**src/rtl/ht_core_if.sv**
```systemverilog
// Sample-vector port bundle for the Walsh-Hadamard engine: level start request,
// parallel input block, parallel result block and the result-valid flag.
interface ht_core_if #(
    parameter int index = 8,
    parameter int width = 4
);
    logic             start;
    logic [width-1:0] indata  [0:index-1];
    logic [width-1:0] outdata [0:index-1];
    logic             over;

    modport master (
        output start,
        output indata,
        input  outdata,
        input  over
    );

    modport slave (
        input  start,
        input  indata,
        output outdata,
        output over
    );
endinterface

```
**src/rtl/ht_core.sv**
```systemverilog
// Iterative in-place Walsh-Hadamard transform over `index` samples, one butterfly stage per clock.
// Latency: start sampled at edge 0, stages on edges 1..index_width, over high after edge index_width.
// No backpressure: result is held (over=1) while start stays high; start low returns to IDLE.
module ht_core #(
    parameter int index       = 8,
    parameter int width       = 4,
    parameter int index_width = $clog2(index)
) (
    input  logic     clk,
    input  logic     rst_n,
    ht_core_if.slave io
);
    typedef enum logic [1:0] {
        IDLE = 2'd0,
        RUN  = 2'd1,
        DONE = 2'd2
    } state_t;

    localparam logic [index_width-1:0] LAST_STAGE = index_width'(index_width - 1);

    state_t                 state_q, state_d;
    logic [index_width-1:0] stage_q, stage_d;
    logic [width-1:0]       x_q [index];
    logic [width-1:0]       x_d [index];

    always_comb begin
        state_d = state_q;
        stage_d = stage_q;
        x_d     = x_q;
        case (state_q)
            IDLE: begin
                if (io.start) begin
                    for (int i = 0; i < index; i++) begin
                        x_d[i] = io.indata[i];
                    end
                    stage_d = '0;
                    state_d = RUN;
                end
            end
            RUN: begin
                // Stage s pairs element i with i+2^s for every i whose bit s is clear;
                // sums and differences wrap naturally at the word width.
                for (int s = 0; s < index_width; s++) begin
                    if (int'(stage_q) == s) begin
                        for (int i = 0; i < index; i++) begin
                            if (((i >> s) & 1) == 0) begin
                                x_d[i]            = x_q[i] + x_q[i + (1 << s)];
                                x_d[i + (1 << s)] = x_q[i] - x_q[i + (1 << s)];
                            end
                        end
                    end
                end
                if (stage_q == LAST_STAGE) begin
                    stage_d = '0;
                    state_d = DONE;
                end else begin
                    stage_d = stage_q + 1'b1;
                end
            end
            DONE: begin
                if (!io.start) begin
                    state_d = IDLE;
                end
            end
            default: begin
                state_d = IDLE;
            end
        endcase
    end

    always_ff @(posedge clk or negedge rst_n) begin
        if (!rst_n) begin
            state_q <= IDLE;
            stage_q <= '0;
            for (int i = 0; i < index; i++) begin
                x_q[i] <= '0;
            end
        end else begin
            state_q <= state_d;
            stage_q <= stage_d;
            x_q     <= x_d;
        end
    end

    always_comb begin
        for (int i = 0; i < index; i++) begin
            io.outdata[i] = x_q[i];
        end
    end

    assign io.over = (state_q == DONE);

endmodule

```
**src/flat_wrapper.sv**
```systemverilog
// flat-port wrapper written by rule: the top's interface ports become plain ports
module ht_core_flat 
#(
    parameter int index       = 8,
    parameter int width       = 4,
    parameter int index_width = $clog2(index)
)
  (clk, rst_n, io_start, io_indata, io_outdata, io_over);
  ht_core_if #(.index(index), .width(width)) io_i ();
  input  logic clk;
  input  logic rst_n;
  input wire logic [$bits(io_i.start)-1:0] io_start;
  input wire logic [$bits(io_i.indata)-1:0] io_indata;
  output wire logic [$bits(io_i.outdata)-1:0] io_outdata;
  output wire logic [$bits(io_i.over)-1:0] io_over;
  assign io_i.start = io_start;
  assign io_i.indata = {>>{io_indata}};
  assign io_outdata = {>>{io_i.outdata}};
  assign io_over = io_i.over;
  ht_core #(.index(index), .width(width), .index_width(index_width)) u_core (.clk(clk), .rst_n(rst_n), .io(io_i));
endmodule
```
**config.mk**
```make
export PLATFORM = sky130hd
export DESIGN_NAME = ht_core_flat
export DESIGN_NICKNAME = d
export VERILOG_FILES = /design/src/rtl/ht_core_if.sv /design/src/rtl/ht_core.sv /design/src/flat_wrapper.sv
export SDC_FILE = /design/constraint.sdc
export NUM_CORES = 1
export LEC_CHECK = 0
export CAP_MARGIN = 25
export CORE_MARGIN = 2
export CORE_UTILIZATION = 38
export DETAILED_ROUTE_END_ITERATION = 6
export PLACE_DENSITY = 0.69
export SYNTH_ARGS = -nofsm -noshare
export SYNTH_HDL_FRONTEND = slang
export SYNTH_SLANG_ARGS = --single-unit
```
**constraint.sdc**
```tcl
create_clock -name clk -period 3.7 [get_ports clk]
set_input_delay 0.74 -clock clk [delete_from_list [all_inputs] [get_ports clk]]
set_output_delay 0.74 -clock clk [all_outputs]
set_load 0.02 [all_outputs]
```
==> summary.md <==
| Metric | Value |
|---|---|
| YS warnings | `0` |
| Core area | `0.01079 mm2` |
| Largest net degree at the start of global routing | `39` |
| Post-synth cell types | `39` |
| Layout cells sized above 1 | `4.205%` |
| Worst Path Max Fanout | `17` |
| Hold_buf cts | `0` |
| Clock root cell | `clkbuf_8` |
| Routed vias | `3829` |
| Die Ht | `108.8 um` |
| Final setup fails | `0` |
| Post-cts resize count | `0` |
| Net Count, Synth | `606` |
| Register area share after synthesis | `22.17%` |
| Synth top area cells | `dfrtp_1 22%, ha_1 16%, fa_1 8.6%` |
| Reg clk slew, reported paths | `0.10 ns` |
| Tcrit/Tclk final | `78.95%` |
| Period minus WS final | `2.921 ns` |
| DIE AREA | `0.01185 mm2` |
| Setup Skew | `0.01597 ns` |
| Hold Path Class | `in -> async` |
| Post-DP HPWL | `9.335 mm` |
| Worst path arrival time | `3.08 ns` |
| Antenna diode count | `0` |
| Worst Setup Start Kind | `flip-flop` |
| H-tree depth | `2` |
| GRT overflow | `0` |
| GR Util met3 | `3.048%` |
| Share of the synthesized area in the top cell type | `22.17%` |
| Cell count after synthesis | `499` |
| Post-DR wirelength/cell | `18.42 um` |
| Setup TNS | `0 ns` |
| Vias per cell | `5.574` |
| Die Span X | `108.8 um` |
| Drt drc | `0` |
| Layout Area Growth over Synthesis | `21.33%` |
| Worst skew pair latency | `0.31 ns` |
| Number of setup buffers added after CTS | `0` |
| Max-Cap Viols | `0` |
| Crit path kind | `reg -> reg` |
| CTS sink count | `37` |
| M2 GR Usage | `36.79%` |
| Syn avg cell area | `8.370 um2` |
| Final Hold Fails | `0` |
| GR met1 Demand/Resource | `29.23%` |
| Busiest grt layer | `met2` |
| Drt pass-1 iters | `4` |
| Initial antenna violation count | `0` |
| Status | `completed` |
| Final ANT Viol Nets | `0` |
| Mapped cell area | `0.004177 mm2` |
| Placer Congestion | `0.9377` |
| Worst Tran Pin Value | `0.9055 ns` |
| I/O pins | `68` |
| First-pass GRT wire length | `19.88 mm` |
| R2R depth | `10` |
| CP endpoint kind | `flip-flop` |
| FF+latch count, synth | `37` |
| Initial Util | `38.70%` |
| Max Slew Vio Count | `0` |
| Post-synth ARST share | `100.0%` |
| Port Buffers | `67` |
| All-Layer GR Usage | `22.07%` |
| Final nets | `653` |
| Clock Path Buffers | `2` |
| Vias in the first global route | `3745` |
| Main synth FF type | `dfrtp_1` |
| Num CTS Buffers | `5` |
| 1st-iter DRT viols | `231` |
| Fill count | `1047` |
| CTS tree | `built` |
| Number of synthesized flops with an enable pin | `0` |
| WL final | `12.66 mm` |
| Synth area leader | `dfrtp_1` |
| Req. time, crit path | `3.86 ns` |
| R2R Setup Slk | `0.78 ns` |
| # rows | `38` |
| Slew headroom | `39.63%` |
| RSZ-0062 raised after global routing | `false` |
| Fmax | `0.3424 GHz` |
-- placed cells by master (no fill, tap or decap), types with 6 or more instances in the layout --
master / instances
clkdlybuf4s50_1: 66
nand2_1: 63
ha_1: 54
a21oi_1: 38
dfrtp_1: 37
inv_1: 35
nor2_1: 29
o21ai_0: 27
xnor2_1: 27
a211oi_1: 21
fa_1: 18
xor2_1: 17
a21o_1: 14
o211ai_1: 14
a31oi_1: 10
mux2i_1: 9
buf_4: 8
o22ai_1: 7
nor3_1: 6
nand3_1: 6
-- kinds of logic (layout without fill, tap and decap cells) --
kind of cell | Yosys count | after routing | synth area share [%]
AOI/OAI and AO/OA | 145 | 145 | 21.90
xor gates and xnor gates | 44 | 44 | 9.227
buffers and inverters | 70 | 118 | 6.980
muxes | 9 | 9 | 2.157
and+or+nand+nor | 122 | 122 | 12.76
adders and majority gates | 72 | 72 | 24.81
DFF | 37 | 37 | 22.17
-- cells in the mapped netlist (7+ instances only) --
cell / number
o21ai_0: 27
nand2_1: 63
a21o_1: 14
inv_1: 35
o22ai_1: 7
ha_1: 54
a211oi_1: 21
xnor2_1: 27
xor2_1: 17
mux2i_1: 9
a31oi_1: 10
dfrtp_1: 37
a21oi_1: 38
nor2_1: 30
o211ai_1: 14
clkbuf_1: 20
buf_2: 8
fa_1: 18
-- worst max-delay path, stage by stage, from the launching register on --
cell and delay [ns]:
dfrtp_1 0.50, or3b_1 0.75, nand2_1 0.20, a21oi_1 0.09, a21o_1 0.19, ha_1 0.27
nand2_1 0.04, o21ai_0 0.26, xor2_1 0.21, a21oi_1 0.09, a2bb2oi_1 0.16
-- state kept, by name, indices dropped and copies added, names as in the netlist --
name,count
u_core.stage_q,3
u_core.state_q,2
u_core.io.outdata,32
-- per-stage QoR --
step                      instances  hold slack, ns  setup slack (ns)  instance area (um2)  util (%)
after floorplan                 499          0.4444            0.9246                 4177         -
after global placement          679          0.5849            0.9239                 4933     45.71
after detailed placement        679          0.6089            0.8328                 4933     45.71
after CTS                       687          0.5872            0.7999                 5067     46.95
after global routing            687          0.6377            0.5368                 5067     46.95
final                           687          0.5483            0.7790                 5067     46.95
-- worst paths after layout --
kind	end	startpoint
setup / recovery	u_core.io.outdata[3]	u_core.stage_q[2]
hold / removal	u_core.io.outdata[27]	rst_n
setup reg to reg	u_core.io.outdata[3]	u_core.stage_q[2]
hold reg to reg	u_core.io.outdata[28]	u_core.io.outdata[28]
max in group asynchronous	u_core.io.outdata[12]	rst_n
min in group clk	u_core.io.outdata[28]	u_core.io.outdata[28]
-- cell type report --
type / count / area (um2) / share of cell area [%]
repair buffers: 75 / 725.7 / 14.32
clock inverters: 3 / 65.06 / 1.284
inverters: 35 / 131.4 / 2.593
well taps: 140 / 175.2 / 3.457
flip-flops and latches: 37 / 925.9 / 18.27
multi-input cells: 392 / 2975 / 58.72
clock buffers: 5 / 68.82 / 1.358
-- layer usage --
metal / vias up / share of wire (%)
met1: 1840 / 45
met2: 131 / 47
li1: 1834 / -
met5: - / 0
met4: 0 / 2.8
met3: 24 / 5.3
Power is left out: the tool's default activity adds up to more than one toggle a clock period on the data nets, which glitch-free logic cannot reach.
